`config.mk`:
```
export PLATFORM = sky130hd
export DESIGN_NAME = spike_count_classifier
export DESIGN_NICKNAME = d
export VERILOG_FILES = /design/src/rtl/spike_count_classifier_pkg.sv /design/src/rtl/spike_count_classifier_counter.sv /design/src/rtl/spike_count_classifier.sv
export SDC_FILE = /design/constraint.sdc
export NUM_CORES = 1
export LEC_CHECK = 0
export ABC_AREA = 0
export CORE_MARGIN = 3
export CORE_UTILIZATION = 30
export DETAILED_ROUTE_END_ITERATION = 8
export PLACE_DENSITY = 0.56
export SETUP_SLACK_MARGIN = 0.4
export SYNTH_ARGS = -nofsm -noshare
export SYNTH_HDL_FRONTEND = slang
export SYNTH_SLANG_ARGS = --single-unit
```
`constraint.sdc`:
```
create_clock -name clk -period 5.8 [get_ports clk]
set_input_delay 0.58 -clock clk [delete_from_list [all_inputs] [get_ports clk]]
set_output_delay 0.58 -clock clk [all_outputs]
set_load 0.05 [all_outputs]
```
`src/rtl/spike_count_classifier_pkg.sv`:
```
// Shared types for the output-layer spike classifier.
// State encoding, default widths and the per-neuron count type.
package spike_count_classifier_pkg;

    localparam int DEF_NUM_NEURONS = 10;
    localparam int DEF_CNT_W       = 8;
    localparam int DEF_WIN_W       = 16;

    typedef logic [DEF_CNT_W-1:0] spike_cnt_t;

    localparam spike_cnt_t CNT_MAX = '1;

    typedef enum logic [1:0] {
        IDLE,
        COUNT,
        SCAN,
        RESULT
    } cls_state_e;

endpackage

```
`src/rtl/spike_count_classifier_counter.sv`:
```
// Saturating per-neuron spike counter.
// Clear wins over increment; the count never wraps.
module spike_counter #(
    parameter int W = 8
) (
    input  logic         clk,
    input  logic         rst_n,
    input  logic         clear,
    input  logic         inc,
    output logic [W-1:0] count
);

    logic [W-1:0] cnt_q;
    logic         at_max;

    assign at_max = &cnt_q;

    // count up on each spike, hold at all-ones
    always_ff @(posedge clk or negedge rst_n) begin
        if (!rst_n) begin
            cnt_q <= '0;
        end else if (clear) begin
            cnt_q <= '0;
        end else if (inc && !at_max) begin
            cnt_q <= cnt_q + W'(1);
        end
    end

    assign count = cnt_q;

endmodule

```
`src/rtl/spike_count_classifier.sv`:
```
// Output-layer decoder: counts spikes over a window, then
// scans the counts sequentially for the winning class.
module spike_count_classifier
    import spike_count_classifier_pkg::*;
#(
    parameter int NUM_NEURONS = DEF_NUM_NEURONS,
    parameter int CNT_W       = DEF_CNT_W,
    parameter int WIN_W       = DEF_WIN_W
) (
    input  logic                           clk,
    input  logic                           rst_n,
    input  logic                           start,
    input  logic [WIN_W-1:0]               window_len,
    input  logic [NUM_NEURONS-1:0]         spike_in,
    output logic                           busy,
    output logic                           result_valid,
    input  logic                           result_ready,
    output logic [$clog2(NUM_NEURONS)-1:0] winner_idx,
    output logic [CNT_W-1:0]               winner_count,
    output logic                           tie
);

    localparam int IDX_W = $clog2(NUM_NEURONS);
    localparam logic [IDX_W-1:0] LAST_IDX = IDX_W'(NUM_NEURONS - 1);

    cls_state_e state_q;
    cls_state_e state_d;

    logic [WIN_W-1:0] win_q;
    logic [IDX_W-1:0] scan_q;
    logic [CNT_W-1:0] cnt [NUM_NEURONS];
    logic [CNT_W-1:0] sel_cnt;

    logic [CNT_W-1:0] best_q;
    logic [CNT_W-1:0] best_d;
    logic [IDX_W-1:0] idx_q;
    logic [IDX_W-1:0] idx_d;
    logic             tie_q;
    logic             tie_d;

    logic [IDX_W-1:0] out_idx_q;
    logic [CNT_W-1:0] out_cnt_q;
    logic             out_tie_q;

    logic start_ok;
    logic count_en;
    logic scan_en;
    logic scan_last;
    logic win_last;

    assign start_ok  = (state_q == IDLE) && start;
    assign count_en  = (state_q == COUNT);
    assign scan_en   = (state_q == SCAN);
    assign win_last  = (win_q == WIN_W'(1));
    assign scan_last = scan_en && (scan_q == LAST_IDX);

    genvar g;
    generate
        for (g = 0; g < NUM_NEURONS; g++) begin : g_cnt
            spike_counter #(
                .W(CNT_W)
            ) u_cnt (
                .clk  (clk),
                .rst_n(rst_n),
                .clear(start_ok),
                .inc  (count_en && spike_in[g]),
                .count(cnt[g])
            );
        end
    endgenerate

    // state register
    always_ff @(posedge clk or negedge rst_n) begin
        if (!rst_n) begin
            state_q <= IDLE;
        end else begin
            state_q <= state_d;
        end
    end

    // next-state: IDLE -> COUNT -> SCAN -> RESULT -> IDLE
    always_comb begin
        state_d = state_q;
        unique case (state_q)
            IDLE: begin
                if (start) begin
                    state_d = COUNT;
                end
            end
            COUNT: begin
                if (win_last) begin
                    state_d = SCAN;
                end
            end
            SCAN: begin
                if (scan_q == LAST_IDX) begin
                    state_d = RESULT;
                end
            end
            RESULT: begin
                if (result_ready) begin
                    state_d = IDLE;
                end
            end
            default: state_d = IDLE;
        endcase
    end

    // window down-counter; zero length is promoted to one cycle
    always_ff @(posedge clk or negedge rst_n) begin
        if (!rst_n) begin
            win_q <= '0;
        end else if (start_ok) begin
            win_q <= (window_len == '0) ? WIN_W'(1) : window_len;
        end else if (count_en) begin
            win_q <= win_q - WIN_W'(1);
        end
    end

    // scan index walks 0..NUM_NEURONS-1 once per window
    always_ff @(posedge clk or negedge rst_n) begin
        if (!rst_n) begin
            scan_q <= '0;
        end else if (start_ok) begin
            scan_q <= '0;
        end else if (scan_en && !scan_last) begin
            scan_q <= scan_q + IDX_W'(1);
        end
    end

    // pick the count under the scan pointer
    always_comb begin
        sel_cnt = '0;
        for (int k = 0; k < NUM_NEURONS; k++) begin
            if (scan_q == k[IDX_W-1:0]) begin
                sel_cnt = cnt[k];
            end
        end
    end

    // one argmax step; strict > keeps the lowest index on ties
    always_comb begin
        best_d = best_q;
        idx_d  = idx_q;
        tie_d  = tie_q;
        if (scan_q == '0) begin
            best_d = sel_cnt;
            idx_d  = '0;
            tie_d  = 1'b0;
        end else if (sel_cnt > best_q) begin
            best_d = sel_cnt;
            idx_d  = scan_q;
            tie_d  = 1'b0;
        end else if (sel_cnt == best_q) begin
            tie_d  = 1'b1;
        end
    end

    // running argmax registers, updated during SCAN
    always_ff @(posedge clk or negedge rst_n) begin
        if (!rst_n) begin
            best_q <= '0;
            idx_q  <= '0;
            tie_q  <= 1'b0;
        end else if (scan_en) begin
            best_q <= best_d;
            idx_q  <= idx_d;
            tie_q  <= tie_d;
        end
    end

    // published result, held until the next scan finishes
    always_ff @(posedge clk or negedge rst_n) begin
        if (!rst_n) begin
            out_idx_q <= '0;
            out_cnt_q <= '0;
            out_tie_q <= 1'b0;
        end else if (scan_last) begin
            out_idx_q <= idx_d;
            out_cnt_q <= best_d;
            out_tie_q <= tie_d;
        end
    end

    assign busy         = count_en || scan_en;
    assign result_valid = (state_q == RESULT);
    assign winner_idx   = out_idx_q;
    assign winner_count = out_cnt_q;
    assign tie          = out_tie_q;

endmodule

```
==> results.md, run 1 <==
* Die area at 26800 sq um
* GRT Residual Overflow at 0
* Wire length per cell at 15.7 um
* Total GRT Usage at 0.145
* Crit path to: best_q[2]$_DFFE_PN0P_
* Deepest clock path buffer count at 2
* Worst path slowest cell: ha_1
* R2r startpoint: scan_q[1]$_DFFE_PN0P_
* Max H-tree Level at 4
* Fin crit period at 4.75 ns
* Total clock sinks at 128
* Mapped Nets at 875
* Initial DRC Count at 424
* Hold_buf cts at 0
* Share of layout cells above drive strength 1 at 0.0733
* Sequential fraction of the synthesis area at 0.429
* Period utilization at 0.820
* CTS tree: done
* Number of synthesized flops with an enable pin at 0
* Critical Path End Type: flop
* DRT antenna net count at 0
* Most frequently used flop master after synthesis: dfrtp_1
* CP delay by family, top: simple AND/OR/NAND/NOR gates
* Die width at 164 um
* Final hold slack at 0.263 ns
* Via density per instance at 5.04
* Outcome: complete, no violations
* Count leader, synth: dfrtp_1
* Tightest Pin Transition at 1.05 ns
* Worst R2R Setup Slack at 1.05 ns
* Initial core utilization at 0.306
* Top cells by area, synth: dfrtp_1 43%, nor2_1 5.8%, xnor2_1 5.2%
* Synth Instances at 816
* Synth cell count leaders: 128 x dfrtp_1, 115 x nor2_1, 61 x nand2_1
* Worst EP arrival at 5.06 ns
* Pleak at 0.00368 uW
* Yosys reg bits at 128
* Skew-Pair Late Insertion Delay at 0.43 ns
* Worst path max stage delay at 0.86 ns
* GP Congestion at 0.847
* R2R Path End: best_q[2]$_DFFE_PN0P_
* VDD IR-drop max at 0.000168 V
* Layout area overhead at 17.8%
* Die Y at 164 um
* Pre-CTS setup slack at 1.20 ns
* RSZ-0062 raised after global routing: no
* Final wirelength at 18600 um
* Core area at 24400 sq um
* Reg2Reg Depth at 13
* Post-CTS Repair Setup Buffers at 0
* CP cell instances: inv_1, ha_1, nand3b_1, o221a_2, a31oi_1, o21ai_2, ha_1, nand4_1, nor2_1, a211o_1, nand3_1, nand2_1, mux2_2
* Max frequency at 210 MHz
* Synthesized area per cell at 9.15 sq um
* Synth top area share at 0.429
* Final setup violation count at 0
* WP data required at 6.11 ns
* Post-layout nets at 908
* Clock Tree Root: clkbuf_16
* Worst Setup Path Type: flop to flop
* M1 GR Usage at 0.204
* Bufs and invs on worst path at 1
* CTS buffer count at 17
* First drt pass iteration count at 5
* Hold Path Class: primary input to asynchronous set/reset pin
* Library cells used by synthesis at 57
* Filler cells at 2523
* Crit path depth at 13
* Initial antenna violation count at 0
* Largest net degree at the start of global routing at 68
* Yosys Warn Count at 0
* Asr flop ratio synth at 1.00
* Cell Area, Synth at 7470 sq um
* PwrDens at 361 nW/um^2
* Global-route wire length before repair at 30800 um
* Post-DP HPWL at 13100 um
* Setup TNS at 0 ns
* Vias in the first global route at 5775
* CP Launch Point: scan_q[1]$_DFFE_PN0P_
* Worst Setup Slack, final at 1.05 ns
* CP most frequent cell: ha_1
* Gr busiest metal: met2
* Max Cap Violations at 0
* # IOs at 45
* Cts repair resizes at 0
* Clock skew at 0.0198 ns
* FP Rows at 57
* PortBufs at 44
* Clock transition at path regs at 0.06 ns
* Crit Path Max Fanout at 30
* Synth area leader: dfrtp_1
* Max Slew Vio Count at 0
* Final Hold Viols at 0
* # DRC at 0
* Max-slew headroom at 0.298
* Critical Path Source Type: flop
* Met3 usage at 0.0340
* Via count at 5970
* M2 GR Usage at 0.224
* Antenna diodes at 0
[cells in the final DEF, fill, tap and decap left out, types with 7 or more instances in the layout]
cell type,synthesis,final
nor2b_1,11,11
mux2i_1,20,20
nor3_1,7,7
xnor2_1,44,44
inv_1,44,44
a21oi_1,46,46
ha_1,29,29
mux2_2,10,10
a22o_1,10,10
nand2_1,61,61
nand3_1,41,41
a21boi_0,7,7
and3_1,12,12
o21ai_0,44,44
nor2_1,115,115
clkbuf_16,0,17
xor2_1,31,31
a31oi_1,7,7
nand4_1,15,15
a221oi_1,13,13
clkdlybuf4s50_1,0,43
dfrtp_1,128,128
or3_1,9,9
[logic make-up after synthesis]
kind of cell | after synthesis | synth area share
buffers and inverters | 79 | 0.0419
AO/OA/AOI/OAI | 177 | 0.162
XOR/XNOR | 75 | 0.0880
adder cells (fa/ha/maj) | 29 | 0.0486
AND/OR/NAND/NOR | 298 | 0.189
multiplexers | 30 | 0.0419
flip-flops | 128 | 0.429
[flip-flops by register name, summed over array words and instances (netlist names)]
signal and flops:
winner_count 8, tie 1, idx_q 4, state_q 2, scan_q 4, win_q 16, best_q 8, winner_idx 4
tie_q 1, g_cnt.u_cnt.count 80
[worst register-to-register path, cell delays in order (launching register included)]
cell	delay, ns
dfrtp_1	0.43
inv_1	0.13
ha_1	0.86
nand3b_1	0.54
o221a_2	0.46
a31oi_1	0.22
o21ai_2	0.11
ha_1	0.31
nand4_1	0.18
nor2_1	0.31
a211o_1	0.19
nand3_1	0.10
nand2_1	0.43
mux2_2	0.40
[worst min path at each step]
stage | from | to | slack, ns | cells past startpoint
3_5_place_dp | winner_idx[2]$_DFFE_PN0P_ | winner_idx[2]$_DFFE_PN0P_ | 0.47 | 2
2_1_floorplan | rst_n | best_q[0]$_DFFE_PN0P_ | 0.28 | 0
3_3_place_gp | winner_idx[1]$_DFFE_PN0P_ | winner_idx[1]$_DFFE_PN0P_ | 0.46 | 2
4_1_cts | rst_n | state_q[0]$_DFFE_PN0P_ | 0.32 | 1
5_1_grt | rst_n | g_cnt[5].u_cnt.count[1]$_DFFE_PN0P_ | 0.35 | 1
6_report | rst_n | g_cnt[5].u_cnt.count[1]$_DFFE_PN0P_ | 0.26 | 1
[metrics by stage]
stage | cell area, sq um | cells | total power, uW | util
floorplan | 7470 | 816 | 1840 | -
global placement | 8200 | 1154 | 2060 | 0.336
detailed placement | 8200 | 1154 | 2090 | 0.336
CTS | 8800 | 1184 | 3210 | 0.361
global route | 8800 | 1184 | 3380 | 0.361
finish | 8800 | 1184 | 3180 | 0.361
[power by group]
part           internal [uW]  switching, uW
Sequential              1130            351
Combinational            293            304
Clock                    714            386
[area by class of cell]
cell class	instances	area [sq um]	share of cell area
timing repair buffer	49	475	0.0540
tap	324	405	0.0461
multi-input combinational	609	3950	0.449
clock buffer	24	492	0.0559
clock inverter	6	105	0.0119
inverter	44	165	0.0188
sequential	128	3200	0.364
[per-layer routing]
| metal | vias to the layer above | routed length [um] |
|---|---|---|
| met5 | - | 0 |
| met4 | 0 | 225 |
| met3 | 14 | 754 |
| met2 | 122 | 8350 |
| met1 | 2892 | 9250 |
| li1 | 2942 | - |
No activity file was read; power rests on OpenSTA's default activity.
==> run 2, diff against run 1 <==
PLACE_DENSITY = 0.58   (was 0.56)
clock period = 4.2 ns   (was 5.8 ns; I/O delays follow)
==> run 2 against run 1 <==
  * Maximum frequency grew 33%
  * Power increased by 41%
  * Highest routed layer unchanged
  * Clock power increased by 50%
  * Sequential share of layout area decreased by 0.76 points
  * Sequential power increased by 36%
  * Die area did not move
  * Via count rose by 1.3%
  * Clock skew decreased by 0.013 ns
  * Flip-flop and latch count stayed put
  * Non-clock buffer count up 9
==> results.md, run 2 (same netlist as run 1, synthesis figures left out) <==
* Hold_buf cts at 0
* DRT antenna net count at 0
* Total GRT Usage at 0.144
* Deepest clock path buffer count at 2
* RSZ-0062 raised after global routing: no
* Max-slew headroom at 0.316
* Critical Path Source Type: flop
* Setup TNS at 0 ns
* Pleak at 0.00376 uW
* Max H-tree Level at 4
* PwrDens at 500 nW/um^2
* Worst Setup Slack, final at 0.636 ns
* Worst EP arrival at 3.87 ns
* Tightest Pin Transition at 1.03 ns
* Max Cap Violations at 0
* Outcome: complete, no violations
* Pre-CTS setup slack at 0.389 ns
* Die area at 26800 sq um
* Largest register FFs at 80
* Die Y at 164 um
* Largest net degree at the start of global routing at 103
* GP Congestion at 0.857
* Final Util at 0.369
* Vias in the first global route at 5857
* Skew-Pair Late Insertion Delay at 0.42 ns
* Fin crit period at 3.56 ns
* R2r startpoint: scan_q[0]$_DFFE_PN0P_
* Via count at 6050
* Clock skew at 0.00714 ns
* Max frequency at 281 MHz
* Share of layout cells above drive strength 1 at 0.0987
* Period utilization at 0.849
* CTS tree: done
* Most frequent cells in the layout: 127 x dfrtp_1, 115 x nor2_1, 60 x nand2_1, 46 x a21oi_1
* Core area at 24400 sq um
* Critical Path End Type: flop
* CP Launch Point: scan_q[0]$_DFFE_PN0P_
* Antenna diodes at 0
* Hold Path Class: primary input to asynchronous set/reset pin
* Initial antenna violation count at 0
* Post-DP HPWL at 13000 um
* Via density per instance at 5.06
* Clock transition at path regs at 0.06 ns
* Clock Tree Root: clkbuf_16
* Wire length per cell at 15.4 um
* Global-route wire length before repair at 30800 um
* GRT Residual Overflow at 0
* PortBufs at 44
* Initial DRC Count at 513
* Layout area overhead at 20.4%
* Worst Setup Path Type: flop to flop
* Initial core utilization at 0.306
* # DRC at 0
* Final setup violation count at 0
* WP data required at 4.51 ns
* Final Cell Area at 8990 sq um
* FP Rows at 57
* Dpl cell area at 8290 sq um
* Total clock sinks at 128
* VDD IR-drop max at 0.000229 V
* Final wirelength at 18400 um
* CTS buffer count at 17
* Die width at 164 um
* Max Slew Vio Count at 0
* First drt pass iteration count at 6
* Post-layout nets at 917
* Crit Path Max Fanout at 13
* Most common cell after layout, fill and taps aside: dfrtp_1
* Final Hold Viols at 0
* # IOs at 45
[run 2: changes by cell type in the layout (fill, tap and decap cells not counted), sizes merged]
cell | previous run | this run
bufinv | 3 | 5
clkbuf | 24 | 19
buf | 6 | 15
inv | 44 | 45
clkinvlp | 0 | 2
clkinv | 3 | 5
[run 2: path summary, 6_finish.rpt]
| kind | endpoint | slack [ns] | cells after the start |
|---|---|---|---|
| worst max register to register | best_q[6]$_DFFE_PN0P_ | 0.64 | 12 |
| worst min register to register | winner_count[5]$_DFFE_PN0P_ | 0.47 | 2 |
| worst min-delay path | g_cnt[1].u_cnt.count[3]$_DFFE_PN0P_ | 0.05 | 1 |
| worst max-delay path | best_q[6]$_DFFE_PN0P_ | 0.64 | 12 |
| max in group asynchronous | g_cnt[4].u_cnt.count[0]$_DFFE_PN0P_ | 3.20 | 2 |
| min in group clk | winner_count[5]$_DFFE_PN0P_ | 0.47 | 2 |
[run 2: critical path, cell delays in order, from the launching register on]
cell	delay, ns
dfrtp_1	0.46
ha_1	0.21
buf_4	0.20
nand3b_1	0.28
o221a_2	0.35
a31oi_1	0.22
o21ai_2	0.12
ha_1	0.31
nand4_1	0.16
o21ai_0	0.33
nand3_1	0.22
nand2_4	0.22
mux2_2	0.36
[run 2: final cells by class]
cell class / instances / area, sq um
Fill cell: 2521 / 15400
Multi-Input combinational cell: 609 / 4000
Sequential cell: 128 / 3200
Timing Repair Buffer: 58 / 563
Clock buffer: 19 / 443
Tap cell: 324 / 405
Clock inverter: 13 / 210
Inverter: 44 / 165
[run 2: metrics by stage]
stage / total power (uW) / hold slack [ns] / instances
floorplan: 2540 / 0.124 / 816
global placement: 2840 / 0.460 / 1163
detailed placement: 2860 / 0.470 / 1163
CTS: 4540 / 0.169 / 1195
global route: 4790 / 0.200 / 1195
finish: 4490 / 0.0461 / 1195
[run 2: report_power, final]
part	switching (uW)	internal (uW)	leakage, uW
Combinational	420	403	0.00188
Sequential	463	1560	0.00156
Clock	577	1070	0.000314
Total	1460	3030	0.00376
[run 2: repair_timing]
item | in CTS | in global routing
buffers inserted | 0 | 0
gates resized for setup | 1 | 13
endpoints found under the setup margin | 8 | 25
[run 2: routing by layer]
layer | part of all wire | up-vias | global-route usage
met1 | 0.50 | 2925 | 0.206
met4 | 0.016 | 0 | 0.0415
met2 | 0.45 | 140 | 0.218
met5 | 0 | - | 0
li1 | - | 2961 | -
met3 | 0.042 | 24 | 0.0328
